==> config.mk <==
export PLATFORM = sky130hd
export DESIGN_NAME = pulse_width_meter
export DESIGN_NICKNAME = d
export VERILOG_FILES = /design/src/rtl/pulse_width_meter_pkg.sv /design/src/rtl/sync_edge_detect.sv /design/src/rtl/pulse_width_meter.sv
export SDC_FILE = /design/constraint.sdc
export NUM_CORES = 1
export LEC_CHECK = 0
export CORE_ASPECT_RATIO = 1.5
export CORE_MARGIN = 4
export CORE_UTILIZATION = 60
export DETAILED_ROUTE_END_ITERATION = 16
export DONT_BUFFER_PORTS = 1
export GPL_TIMING_DRIVEN = 0
export PLACE_DENSITY = 0.76
export SLEW_MARGIN = 10
export SYNTH_ARGS = -nofsm -noshare
export SYNTH_HDL_FRONTEND = slang
export SYNTH_SLANG_ARGS = --single-unit
==> constraint.sdc <==
create_clock -name clk -period 3.5 [get_ports clk]
set_input_delay 0.7 -clock clk [delete_from_list [all_inputs] [get_ports clk]]
set_output_delay 0.7 -clock clk [all_outputs]
set_load 0.01 [all_outputs]
==> src/rtl/pulse_width_meter_pkg.sv <==
// Shared types and defaults for the pulse width meter and its input conditioning.
package pulse_width_meter_pkg;

    typedef enum logic [1:0] {
        IDLE      = 2'd0,
        WAIT_RISE = 2'd1,
        MEASURE   = 2'd2
    } pwm_state_t;

    localparam int DEF_WIDTH       = 8;
    localparam int DEF_SYNC_STAGES = 2;

    function automatic int max_count(input int width);
        return (1 << width) - 1;
    endfunction

endpackage

==> src/rtl/sync_edge_detect.sv <==
// Synchronises an asynchronous level into clk and flags its rising/falling edges.
module sync_edge_detect
    import pulse_width_meter_pkg::*;
#(
    parameter int SYNC_STAGES = DEF_SYNC_STAGES
) (
    input  logic clk,
    input  logic rst,
    input  logic sig_in,
    output logic s,
    output logic rise,
    output logic fall
);

    logic [SYNC_STAGES-1:0] sync_q;
    logic                   s_d;

    always_ff @(posedge clk or posedge rst) begin
        if (rst) begin
            sync_q <= '0;
            s_d    <= 1'b0;
        end else begin
            sync_q <= {sync_q[SYNC_STAGES-2:0], sig_in};
            s_d    <= sync_q[SYNC_STAGES-1];
        end
    end

    assign s    = sync_q[SYNC_STAGES-1];
    assign rise = s & ~s_d;
    assign fall = ~s & s_d;

endmodule

==> src/rtl/pulse_width_meter.sv <==
// Measures the synchronised high time of sig_in in clk cycles, saturating at MAX.
//   state     | meaning
//   IDLE      | waiting for arm; meas/overflow hold last result
//   WAIT_RISE | armed, waiting for a fresh rising edge
//   MEASURE   | counting high cycles until the falling edge
module pulse_width_meter
    import pulse_width_meter_pkg::*;
#(
    parameter int WIDTH       = DEF_WIDTH,
    parameter int MAX         = max_count(WIDTH),
    parameter int SYNC_STAGES = DEF_SYNC_STAGES
) (
    input  logic             clk,
    input  logic             rst,
    input  logic             sig_in,
    input  logic             arm,
    input  logic             cancel,
    output logic [WIDTH-1:0] meas,
    output logic             valid,
    output logic             overflow,
    output logic             busy
);

    localparam logic [WIDTH-1:0] MAX_CNT = MAX[WIDTH-1:0];

    pwm_state_t       state;
    logic [WIDTH-1:0] cnt;
    logic             s;
    logic             rise;
    logic             fall;

    sync_edge_detect #(
        .SYNC_STAGES(SYNC_STAGES)
    ) u_sync (
        .clk   (clk),
        .rst   (rst),
        .sig_in(sig_in),
        .s     (s),
        .rise  (rise),
        .fall  (fall)
    );

    always_ff @(posedge clk or posedge rst) begin
        if (rst) begin
            state    <= IDLE;
            cnt      <= '0;
            meas     <= '0;
            valid    <= 1'b0;
            overflow <= 1'b0;
            busy     <= 1'b0;
        end else begin
            valid <= 1'b0;
            unique case (state)
                IDLE: begin
                    if (arm && !cancel) begin
                        state <= WAIT_RISE;
                        busy  <= 1'b1;
                    end
                end
                WAIT_RISE: begin
                    // a level already high at arm time never produces rise
                    if (cancel) begin
                        state <= IDLE;
                        busy  <= 1'b0;
                    end else if (rise) begin
                        state <= MEASURE;
                        cnt   <= WIDTH'(1);
                    end
                end
                MEASURE: begin
                    if (cancel) begin
                        state <= IDLE;
                        busy  <= 1'b0;
                    end else if (fall) begin
                        state    <= IDLE;
                        busy     <= 1'b0;
                        meas     <= cnt;
                        overflow <= (cnt == MAX_CNT);
                        valid    <= 1'b1;
                    end else if (s && (cnt != MAX_CNT)) begin
                        cnt <= cnt + 1'b1;
                    end
                end
                default: begin
                    state <= IDLE;
                    busy  <= 1'b0;
                end
            endcase
        end
    end

endmodule
Yosys cells after proc, flatten, opt, wreduce, memory -nomap -nowiden
Index checks and enable logic that the tools add are counted.
- input bits: 5
- register bits after elaboration: 24
- reduce and logical (&&, ||, !) cells: 9
- add/subtract/negate cells: 1
- mux-type cells: 20
- bitwise logic cells: 5
- equal/unequal tests: 13
- operators with widths (operator ; number):
    $mux W8 ; 5
    $pmux W8 S2 ; 1
    $ne A2 B2 Y1 const B ; 7
    $mux W2 ; 5
    $reduce_and A3 Y1 ; 3
    $add A8 B1 Y8 const B ; 1
    $eq A8 B8 Y1 const B ; 1
    $ne A8 B8 Y1 const B ; 1
    $mux W1 ; 7
    $ne A3 B3 Y1 const B ; 2
    $pmux W2 S3 ; 1
    $reduce_and A6 Y1 ; 1
    $not A1 Y1 ; 3
    $pmux W1 S3 ; 1
    $and A1 B1 Y1 ; 2
    $eq A2 B1 Y1 const B ; 1
    $eq A2 B2 Y1 const B ; 1
    $logic_and A1 B1 Y1 ; 2
    $logic_not A2 Y1 ; 1
    $reduce_bool A2 Y1 ; 1
    $logic_not A1 Y1 ; 1

Logic depth before layout (Yosys ltp)
Gate-level depths: netlist (run 1).
- word-level depth: 6
- gate-level depth with buffers: 6
- gate-level depth less buffers: 5

Modules after synthesis
A second synthesis (run 1) with hierarchy kept.
- cells, all modules: 97
- area total of the unflattened synthesis: 1133.6 µm²
- by module, submodules not included (module ; instances ; area each (µm²) ; cells each):
    pulse_width_meter ; 1 ; 1039.7 ; 91
    sync_edge_detect ; 1 ; 93.8 ; 6

Least setup slack after synthesis (run 1)
Ideal clock, no wire load.
- kind: input to register
- start point: input port cancel
- end point: register cnt[5]
- cell stages on the path: 5
- slack: 1.771 ns
- required time: 3.421 ns
- library setup time: 0.079 ns
- buffers on the path: 1
- data arrival time: 1.649 ns
- path through: clkbuf_1 -> inv_1 -> o211ai_4 -> a2111oi_2 -> mux2i_1
- longest elaborated chain between the ends: 2
- ends and longest elaborated chain (what ; line ; text):
    start: declaration ; pulse_width_meter.sv:17 ; input logic cancel,
    $ne A2 B2 Y1 (no source line) ; - ;
    $reduce_and A6 Y1 (no source line) (*) ; - ;
    end signal: assignment ; pulse_width_meter.sv:81 ; cnt <= cnt + 1'b1;
    end: declaration ; pulse_width_meter.sv:27 ; logic [WIDTH-1:0] cnt;
Mark *: on every way between the ends. The rest lies on a longest branch, timed or not.
A chain may end at the register's enable or synchronous reset.

Worst setup path after layout (run 1)
- start point: register u_sync.sync_q[1]
- end point: register meas[7]
- longest elaborated chain between the ends: 3
- ends and longest elaborated chain (what ; line ; text):
    start: declaration ; sync_edge_detect.sv:15 ; logic [SYNC_STAGES-1:0] sync_q;
    start signal: assignment ; sync_edge_detect.sv:23 ; sync_q <= {sync_q[SYNC_STAGES-2:0], sig_in};
    $not A1 Y1 ; sync_edge_detect.sv:30 ; assign fall = ~s & s_d;
    $and A1 B1 Y1 ; sync_edge_detect.sv:30 ;
    $reduce_and A3 Y1 (no source line) ; - ;
    end signal: assignment ; pulse_width_meter.sv:77 ; meas <= cnt;
    end: declaration ; pulse_width_meter.sv:18 ; output logic [WIDTH-1:0] meas,
Every way passes these cells.

==> results of run 1 <==
-- stage by stage --
step | total power (W) | cells | instance area [µm²]
3_3_place_gp | 0.000383 | 119 | 1200
4_1_cts | 0.000503 | 122 | 1220
3_5_place_dp | 0.000387 | 119 | 1200
5_1_grt | 0.000523 | 122 | 1220
2_1_floorplan | 0.000372 | 98 | 1170
6_report | 0.000499 | 122 | 1220
-- worst max-delay path: stages, from the launching register on --
cell,delay (ns)
dfrtp_1,0.47
nand4bb_2,0.36
nor2_2,0.45
mux2_2,0.39
-- power by group through the flow --
stage                     clock network, W  registers, W   logic, W
after global routing              0.000132      0.000329  0.0000619
after global placement                   0      0.000330  0.0000532
after CTS                         0.000122      0.000326  0.0000555
after detailed placement                 0      0.000331  0.0000555
final                             0.000118      0.000326  0.0000549
after floorplan                          0      0.000324  0.0000479
-- final timing paths --
kind | slack [ns] | to | startpoint | cells past startpoint
setup / recovery | 1.73 | meas[7] | u_sync.sync_q[1] | 3
min in group asynchronous | 0.45 | state[1] | rst | 1
hold / removal | 0.36 | u_sync.sync_q[1] | u_sync.sync_q[0] | 0
hold reg to reg | 0.36 | u_sync.sync_q[1] | u_sync.sync_q[0] | 0
max in group asynchronous | 2.52 | u_sync.s_d | rst | 1
setup reg to reg | 1.73 | meas[7] | u_sync.sync_q[1] | 3
-- metal layers --
layer	global-route usage [%]	part of all wire, %	vias up
met2	29.7	54	12
li1	-	-	356
met5	0	0	-
met4	8.68	2.1	0
met1	18.8	41	354
met3	1.73	3.3	5
-- flip-flops by register name (all words and copies together), names as in the netlist --
register,count
u_sync.sync_q,2
cnt,8
overflow,1
valid,1
state,2
busy,1
meas,8
u_sync.s_d,1
-- layout make-up --
| class | count | area (µm²) |
|---|---|---|
| inverters | 4 | 15.0 |
| multi-input cells | 67 | 537 |
| flip-flops and latches | 24 | 601 |
| fillers | 152 | 633 |
| well taps | 21 | 26.3 |
| clock buffers | 3 | 22.5 |
| plain buffers | 3 | 20.0 |
-- cells by family (layout without fill, tap and decap cells) --
| logic type | after synthesis | in the layout | share of synthesized area, % |
|---|---|---|---|
| DFF | 24 | 24 | 51.2 |
| muxes | 16 | 16 | 14.6 |
| adders and majority gates | 1 | 1 | 1.07 |
| buffers and inverters | 7 | 10 | 2.99 |
| and+or+nand+nor | 35 | 35 | 16.5 |
| AOI/OAI and AO/OA | 15 | 15 | 13.6 |
-- placed cells by master (no fill, tap or decap), types with 3 or more instances in the layout --
cell       synthesis  final
a2111oi_2          3      3
a211oi_1           3      3
clkbuf_4           0      3
dfrtp_1           24     24
inv_1              4      4
mux2_2             8      8
mux2i_1            7      7
nand2_1           11     11
nand2b_1           9      9
nand3_1            5      5
nor2_1             4      4
==> flow_summary.toml, run 1 <==
[synth]
synth_enable_flop_cells = 0
postSynth.asyncResetShare_pct = 100
yosysSeqAreaShare_pct = 51.2
netlist_area_um2 = 1170
synth_cell_types = 27
synth_common_cells = "24 x dfrtp_1, 11 x nand2_1, 9 x nand2b_1"
yosysTopAreaCell = "dfrtp_1"
synthesis.yosys.warnings = 0
yosys.cell_count.top_type = "dfrtp_1"
yosys.area.top_type_share_pct = 51.2
avgSynthCellArea_um2 = 12.0
top_post_synthesis_cells_by_area = "dfrtp_1 51%, mux2_2 7.7%, mux2i_1 6.0%, nand2b_1 4.8%, a2111oi_2 3.8%"
synth_cells = 98
net_count_of_the_mapped_netlist = 104
dominantRegCellSynth = "dfrtp_1"
yosys_register_bits = 24

[sta]
timing.final.crit_share_pct = 50.5
setup_viol_count_final = 0
timing.max_slew.rel_slack_pct = 41.2
final.setup_skew_ns = 0.00251
rsz_0062_raised_after_global_routing = "no"
max_clock_freq_ghz = 0.565
slew_viol_final = 0
fin_tns_setup_ns = 0
tightest_slew_ns = 0.881
hold_violations = 0
worst_slack_ns = 1.73
post-route-min-period_ns = 1.77
holdWs_ns = 0.362

[worst_setup_path]
worst_setup_path_end_kind = "flip-flop"
criticalPathCategory = "reg -> reg"
cp_max_fo = 9
worst_ep_arrival_time_ns = 1.98
worst_setup_path_start_kind = "flip-flop"
cp.required_ns = 3.71

[pwr]
power_frac_comb_pct = 11.0
clock_power_share_pct = 23.7
pwr-share-seq_pct = 65.4
power_switching_share_pct = 27.5
cell_internal_pwr_w = 0.000362
power.static_leakage_nw = 0.521
total_switching_power_w = 0.000137
power_density_normalized_to_cell_area_nw_per_um2 = 409
vdd_ir_drop_max_mv = 0.285

[clock_network]
clock_path_buffers = 2
worstSkewPairLatency_ns = 0.31
post_cts_buffers = 0
cts-htree-levels = 1
cts_repair_resize_count = 0
clock_sinks = 24
root_buffer = "clkbuf_4"
ctsHoldBuffers = 0
cts_tree = "yes"
cts_inserted_buffers = 3
clk_pin_slew_worst_paths_ns = 0.12

[placement]
hpwlAfterDp_mm = 1.47
gp_congestion = 0.800
place_worst_setup_slack_ns = 1.61
port_buffers = 0

[flow_run]
maxCapViolCount = 0

[drt]
routed_via_density = 5.96
ant_nets = 0
vias = 727
average_wire_per_cell_in_the_routed_design_um = 16.5
routed_wl_mm = 2.01
first_iter_violations = 9
firstDrtPassIters = 4
drc = 0

[floorplan]
die_area_um2 = 2740
io-pin-count = 16
core_region_area_um2 = 1850
initial_utilization_pct = 63.2
die_y_um = 62.1
dieWidth_um = 44.1
placementRows = 19

[global_route]
antenna_found_initial = 0
globalRouteTotalUtil_pct = 16.8
grt_pass1_wl_mm = 3.48
globalRoute.totalOverflow = 0
first_global_vias = 771
maximum_number_of_pins_on_one_net_before_global_route_repair = 25

[hold_path]
worstHoldPathType = "reg -> reg"

[cells_and_area]
antenna-diode-count = 0
post_layout_util_pct = 65.9
layout_cell_share_with_drive_strength_beyond_1_pct = 21.8
final_nets = 109
syn2layout_area_growth_pct = 4.16

[run_status]
run_status = "completed"
Note: power is estimated with default switching activity, not from simulation.
==> inputs of run 2 (changes only) <==
==> constraint.sdc (replaced) <==
create_clock -name clk -period 1.7 [get_ports clk]
set_input_delay 0.34 -clock clk [delete_from_list [all_inputs] [get_ports clk]]
set_output_delay 0.34 -clock clk [all_outputs]
set_load 0.01 [all_outputs]
==> run 2 against run 1 <==
  * Sequential power increased by 110%
  * Final area increased by 4.6%
  * Largest power group unchanged
  * Sequential share of layout area decreased by 1.9 points
  * Clock skew increased by 0.00067 ns
  * Register-to-register slack got worse by 1.7 ns
  * Fmax increased by 8.8%
  * Critical path type unchanged
  * Largest cell class unchanged
  * Critical endpoint is now cnt[0]
  * Clock power increased by 100%
==> flow_summary.toml, run 2 (synthesis results as in run 1) <==
[global_route]
maximum_number_of_pins_on_one_net_before_global_route_repair = 25
first_global_vias = 794
grt_pass1_wl_mm = 3.51
antenna_found_initial = 0
globalRoute.totalOverflow = 0
globalRouteTotalUtil_pct = 17.0

[drt]
routed_wl_mm = 2.03
firstDrtPassIters = 4
ant_nets = 0
vias = 741
first_iter_violations = 16
routed_via_density = 5.98
drc = 0
average_wire_per_cell_in_the_routed_design_um = 16.4

[hold_path]
min_to = "u_sync.sync_q[0]"
worstHoldPathType = "in -> reg"
worst_hold_path.num_cells = 0
hold_start = "sig_in"

[cells_and_area]
syn2layout_area_growth_pct = 8.97
layout_common_cells = "21 x dfrtp_1, 11 x nand2_1, 9 x nand2b_1"
layout.cells.most_common = "dfrtp_1"
antenna-diode-count = 0
stdcell_area_um2 = 1280
post_layout_util_pct = 68.9
biggestRegsByFlops = "cnt: 8 flops, meas: 8 flops"
layout_cell_share_with_drive_strength_beyond_1_pct = 29.1
final_nets = 111

[clock_network]
clk_pin_slew_worst_paths_ns = 0.12
cts-htree-levels = 1
ctsHoldBuffers = 0
cts_inserted_buffers = 3
clock_path_buffers = 2
worstSkewPairLatency_ns = 0.31
root_buffer = "clkbuf_4"
cts_tree = "yes"
clock_sinks = 24

[worst_setup_path]
slowest_delay_ns = 0.44
worst_setup_path_end_kind = "flip-flop"
critical_register_to_register_path_endpoint = "cnt[0]"
criticalPathCategory = "reg -> reg"
worst_ep_arrival_time_ns = 1.83
crit-reg2reg-launch = "state[1]"
cp_max_fo = 10
worst_path_max_delay_cell = "dfrtp_1"
cp.required_ns = 1.90
worst_setup_path_start_kind = "flip-flop"
crit_path_cell_trace = "nand2b_1, buf_6, o211ai_4, a21oi_2, mux2_1"
ff2ff_setup_slack_ns = 0.07
worst_r2r_path_depth = 5

[sta]
setup_viol_count_final = 0
rsz_0062_raised_after_global_routing = "yes"
post-route-min-period_ns = 1.63
holdWs_ns = 0.0456
slew_viol_final = 0
timing.final.crit_share_pct = 95.7
hold_violations = 0
fin_tns_setup_ns = 0
final.setup_skew_ns = 0.00318
worst_slack_ns = 0.0737
max_clock_freq_ghz = 0.615
tightest_slew_ns = 0.872
timing.max_slew.rel_slack_pct = 41.8

[pwr]
power_density_normalized_to_cell_area_nw_per_um2 = 811
vdd_ir_drop_max_mv = 0.564
power.static_leakage_nw = 0.533

[placement]
port_buffers = 0
placed_area_um2 = 1200
gp_congestion = 0.800
hpwlAfterDp_mm = 1.47
place_worst_setup_slack_ns = -0.0803

[floorplan]
core_region_area_um2 = 1850
die_area_um2 = 2740
initial_utilization_pct = 63.2
io-pin-count = 16
placementRows = 19
die_y_um = 62.1
dieWidth_um = 44.1

[flow_run]
maxCapViolCount = 0

[run_status]
run_status = "completed"
## run 2: critical path: cells and delay by family, from the launching register on
kind            cells  cell delay (ns)
flops               1             0.44
compound gates      2             0.42
buf+inv             1             0.15
mux                 1             0.34
simple gates        1             0.17
## run 2: metrics by stage
stage | power [W] | instances
floorplan | 0.000765 | 98
global placement | 0.000789 | 119
detailed placement | 0.000796 | 119
CTS | 0.00105 | 124
global route | 0.00109 | 124
finish | 0.00104 | 124
## run 2: layout make-up
type | instances | area, µm²
Fill cell | 144 | 577
Sequential cell | 24 | 604
Inverter | 4 | 15.0
Tap cell | 21 | 26.3
Clock buffer | 3 | 22.5
Multi-Input combinational cell | 67 | 572
Buffer | 3 | 22.5
Timing Repair Buffer | 2 | 15.0
## run 2: how the worst max path moves through the flow
stage	slack, ns	depth (start not counted)	endpoint	start
after floorplan	0.13	5	cnt[5]	cnt[0]
after global routing	-0.001	4	cnt[6]	state[0]
final	0.07	5	cnt[0]	state[1]
after detailed placement	-0.08	3	meas[0]	u_sync.sync_q[1]
after global placement	-0.04	3	meas[2]	u_sync.sync_q[1]
after CTS	0.04	3	meas[2]	u_sync.sync_q[1]
## run 2: what timing repair did
| action | CTS | global route |
|---|---|---|
| cloned | 0 | 0 |
| setup buffers | 2 | 0 |
| gates resized for setup | 5 | 6 |
| pin swaps | 1 | 1 |
| setup endpoints to repair | 12 | 15 |
## run 2: power by group
| part | leakage [nW] | internal (W) | total [W] | switching [W] |
|---|---|---|---|---|
| clock network | 0.0138 | 0.0000829 | 0.000238 | 0.000155 |
| logic | 0.208 | 0.0000574 | 0.000124 | 0.0000666 |
| registers | 0.311 | 0.000613 | 0.000674 | 0.0000607 |
## run 2: routing by layer
metal	track usage, %	part of all wire (%)	wire [µm]
met5	0	0	0
met4	8.68	2.1	42
met3	1.73	3.6	74
met2	30.7	55	1120
met1	18.4	39	791
==> inputs of run 3 (changes only) <==
--- a/config.mk
+++ b/config.mk
@@ -5,13 +5,14 @@
 export SDC_FILE = /design/constraint.sdc
 export NUM_CORES = 1
 export LEC_CHECK = 0
-export CORE_ASPECT_RATIO = 1.5
+export CORE_ASPECT_RATIO = 1.25
 export CORE_MARGIN = 4
 export CORE_UTILIZATION = 60
 export DETAILED_ROUTE_END_ITERATION = 16
 export DONT_BUFFER_PORTS = 1
 export GPL_TIMING_DRIVEN = 0
 export PLACE_DENSITY = 0.76
+export RECOVER_POWER = 100
 export SLEW_MARGIN = 10
 export SYNTH_ARGS = -nofsm -noshare
 export SYNTH_HDL_FRONTEND = slang
==> run 3 against run 2 <==
  * Worst setup slack got worse by 0.018 ns
  * Clock power barely moved
  * Die area fell by 0.38%
  * Final area rose by 4.6%
  * Combinational power rose by 13%
  * Sequential cell count did not move
  * Total power rose by 2.1%
  * Non-clock buffer count rose by 2
  * Wire length rose by 5.0%
  * Critical path type unchanged
  * Largest cell class is now multi-input gates
==> flow_summary.toml, run 3 (synthesis results as in run 1) <==
[run_status]
run_status = "completed"

[drt]
routed_wl_mm = 2.13
first_iter_violations = 11
firstDrtPassIters = 4
ant_nets = 0
drc = 0
average_wire_per_cell_in_the_routed_design_um = 17.0
vias = 773
routed_via_density = 6.18

[global_route]
first_global_vias = 766
grt_pass1_wl_mm = 3.35
globalRouteTotalUtil_pct = 16.7
maximum_number_of_pins_on_one_net_before_global_route_repair = 25
globalRoute.totalOverflow = 0
antenna_found_initial = 0

[clock_network]
root_buffer = "clkbuf_4"
worstSkewPairLatency_ns = 0.30
ctsHoldBuffers = 0
clock_sinks = 24
cts_tree = "yes"
cts_inserted_buffers = 3
cts-htree-levels = 1
clk_pin_slew_worst_paths_ns = 0.12
clock_path_buffers = 2

[sta]
setup_viol_count_final = 0
final.setup_skew_ns = 0.00586
hold_violations = 0
post-route-min-period_ns = 1.64
timing.final.crit_share_pct = 96.7
max_clock_freq_ghz = 0.608
tightest_slew_ns = 0.886
timing.max_slew.rel_slack_pct = 40.9
slew_viol_final = 0

[cells_and_area]
stdcell_area_um2 = 1340
layout.cells.most_common = "dfrtp_1"
antenna-diode-count = 0
number_of_standard_cells_in_the_final_layout_excluding_fillers = 125
layout_common_cells = "22 x dfrtp_1, 11 x nand2_1, 9 x nand2b_1"
layout_cell_share_with_drive_strength_beyond_1_pct = 30.2
post_layout_util_pct = 73.9
final_nets = 114
biggestRegsByFlops = "cnt: 8 flops, meas: 8 flops"
syn2layout_area_growth_pct = 14.0

[floorplan]
placementRows = 17
dieWidth_um = 47.5
die_area_um2 = 2730
initial_utilization_pct = 64.8
die_y_um = 57.4
core_region_area_um2 = 1810
io-pin-count = 16

[placement]
placed_area_um2 = 1200
hpwlAfterDp_mm = 1.39
port_buffers = 0
gp_congestion = 0.769
place_inst = 117

[pwr]
vdd_ir_drop_max_mv = 0.761
power_density_normalized_to_cell_area_nw_per_um2 = 791
power.static_leakage_nw = 0.549

[worst_setup_path]
worst_ep_arrival_time_ns = 1.85
cp_max_fo = 7
worst_setup_path_end_kind = "flip-flop"
cp.required_ns = 1.90
worst_setup_path_start_kind = "flip-flop"
criticalPathCategory = "reg -> reg"

[flow_run]
maxCapViolCount = 0

[hold_path]
worstHoldPathType = "in -> reg"
run 3: changes by cell type in the layout (fill, tap and decap cells not counted), sizes merged:
cell,before,now
buf,4,6
nor2,5,6
run 3: through the flow:
| stage | setup slack [ns] | setup TNS, ns | hold WS [ns] | power (W) |
|---|---|---|---|---|
| global route | -0.0190 | -0.0190 | 0.0185 | 0.00112 |
| CTS | -0.0169 | -0.0332 | 0.0353 | 0.00104 |
| global placement | -0.0323 | -0.248 | 0.333 | 0.000789 |
| detailed placement | -0.0595 | -0.453 | 0.338 | 0.000794 |
| floorplan | 0.128 | 0 | 0.331 | 0.000765 |
| finish | 0.0556 | 0 | 0.0509 | 0.00106 |
run 3: repair_timing:
action,in CTS,in global routing
pin swaps,0,4
setup endpoints to repair,11,15
resized for setup,2,13
buffers inserted,1,3
gates cloned,0,1
run 3: final timing paths:
path,cells after the start,endpoint,slack [ns],from
max in group asynchronous,1,cnt[3],1.01,rst
worst max-delay path,5,cnt[0],0.06,cnt[1]
worst max register to register,5,cnt[0],0.06,cnt[1]
min in group asynchronous,1,meas[2],0.10,rst
worst min-delay path,0,u_sync.sync_q[0],0.05,sig_in
worst min register to register,0,u_sync.sync_q[1],0.36,u_sync.sync_q[0]
run 3: layout make-up:
cell class / count / area (µm²)
fill: 125 / 472
buffer: 3 / 22.5
inverter: 4 / 15.0
multi-input combinational: 68 / 619
sequential: 24 / 603
clock buffer: 3 / 22.5
tap: 19 / 23.8
timing repair buffer: 4 / 30.0
run 3: routing by layer:
metal / vias to the layer above / routed length (µm) / track usage [%] / share of wire, %
li1: 369 / - / - / -
met1: 388 / 995 / 22.4 / 47
met2: 11 / 1040 / 26.1 / 49
met3: 5 / 70 / 2.84 / 3.3
met4: 0 / 25 / 6.92 / 1.2
met5: - / 0 / 0 / 0
run 3: critical path, stage by stage (launching register included):
cell and delay, ns:
dfrtp_1 0.44, ha_4 0.17, nand3_4 0.09, o211ai_4 0.39, a21oi_2 0.14, mux2_4 0.31
run 3: power by group:
part	internal [W]	switching, W
sequential	0.000612	0.0000654
clock	0.0000827	0.000157
combinational	0.0000665	0.0000732
total	0.000761	0.000296
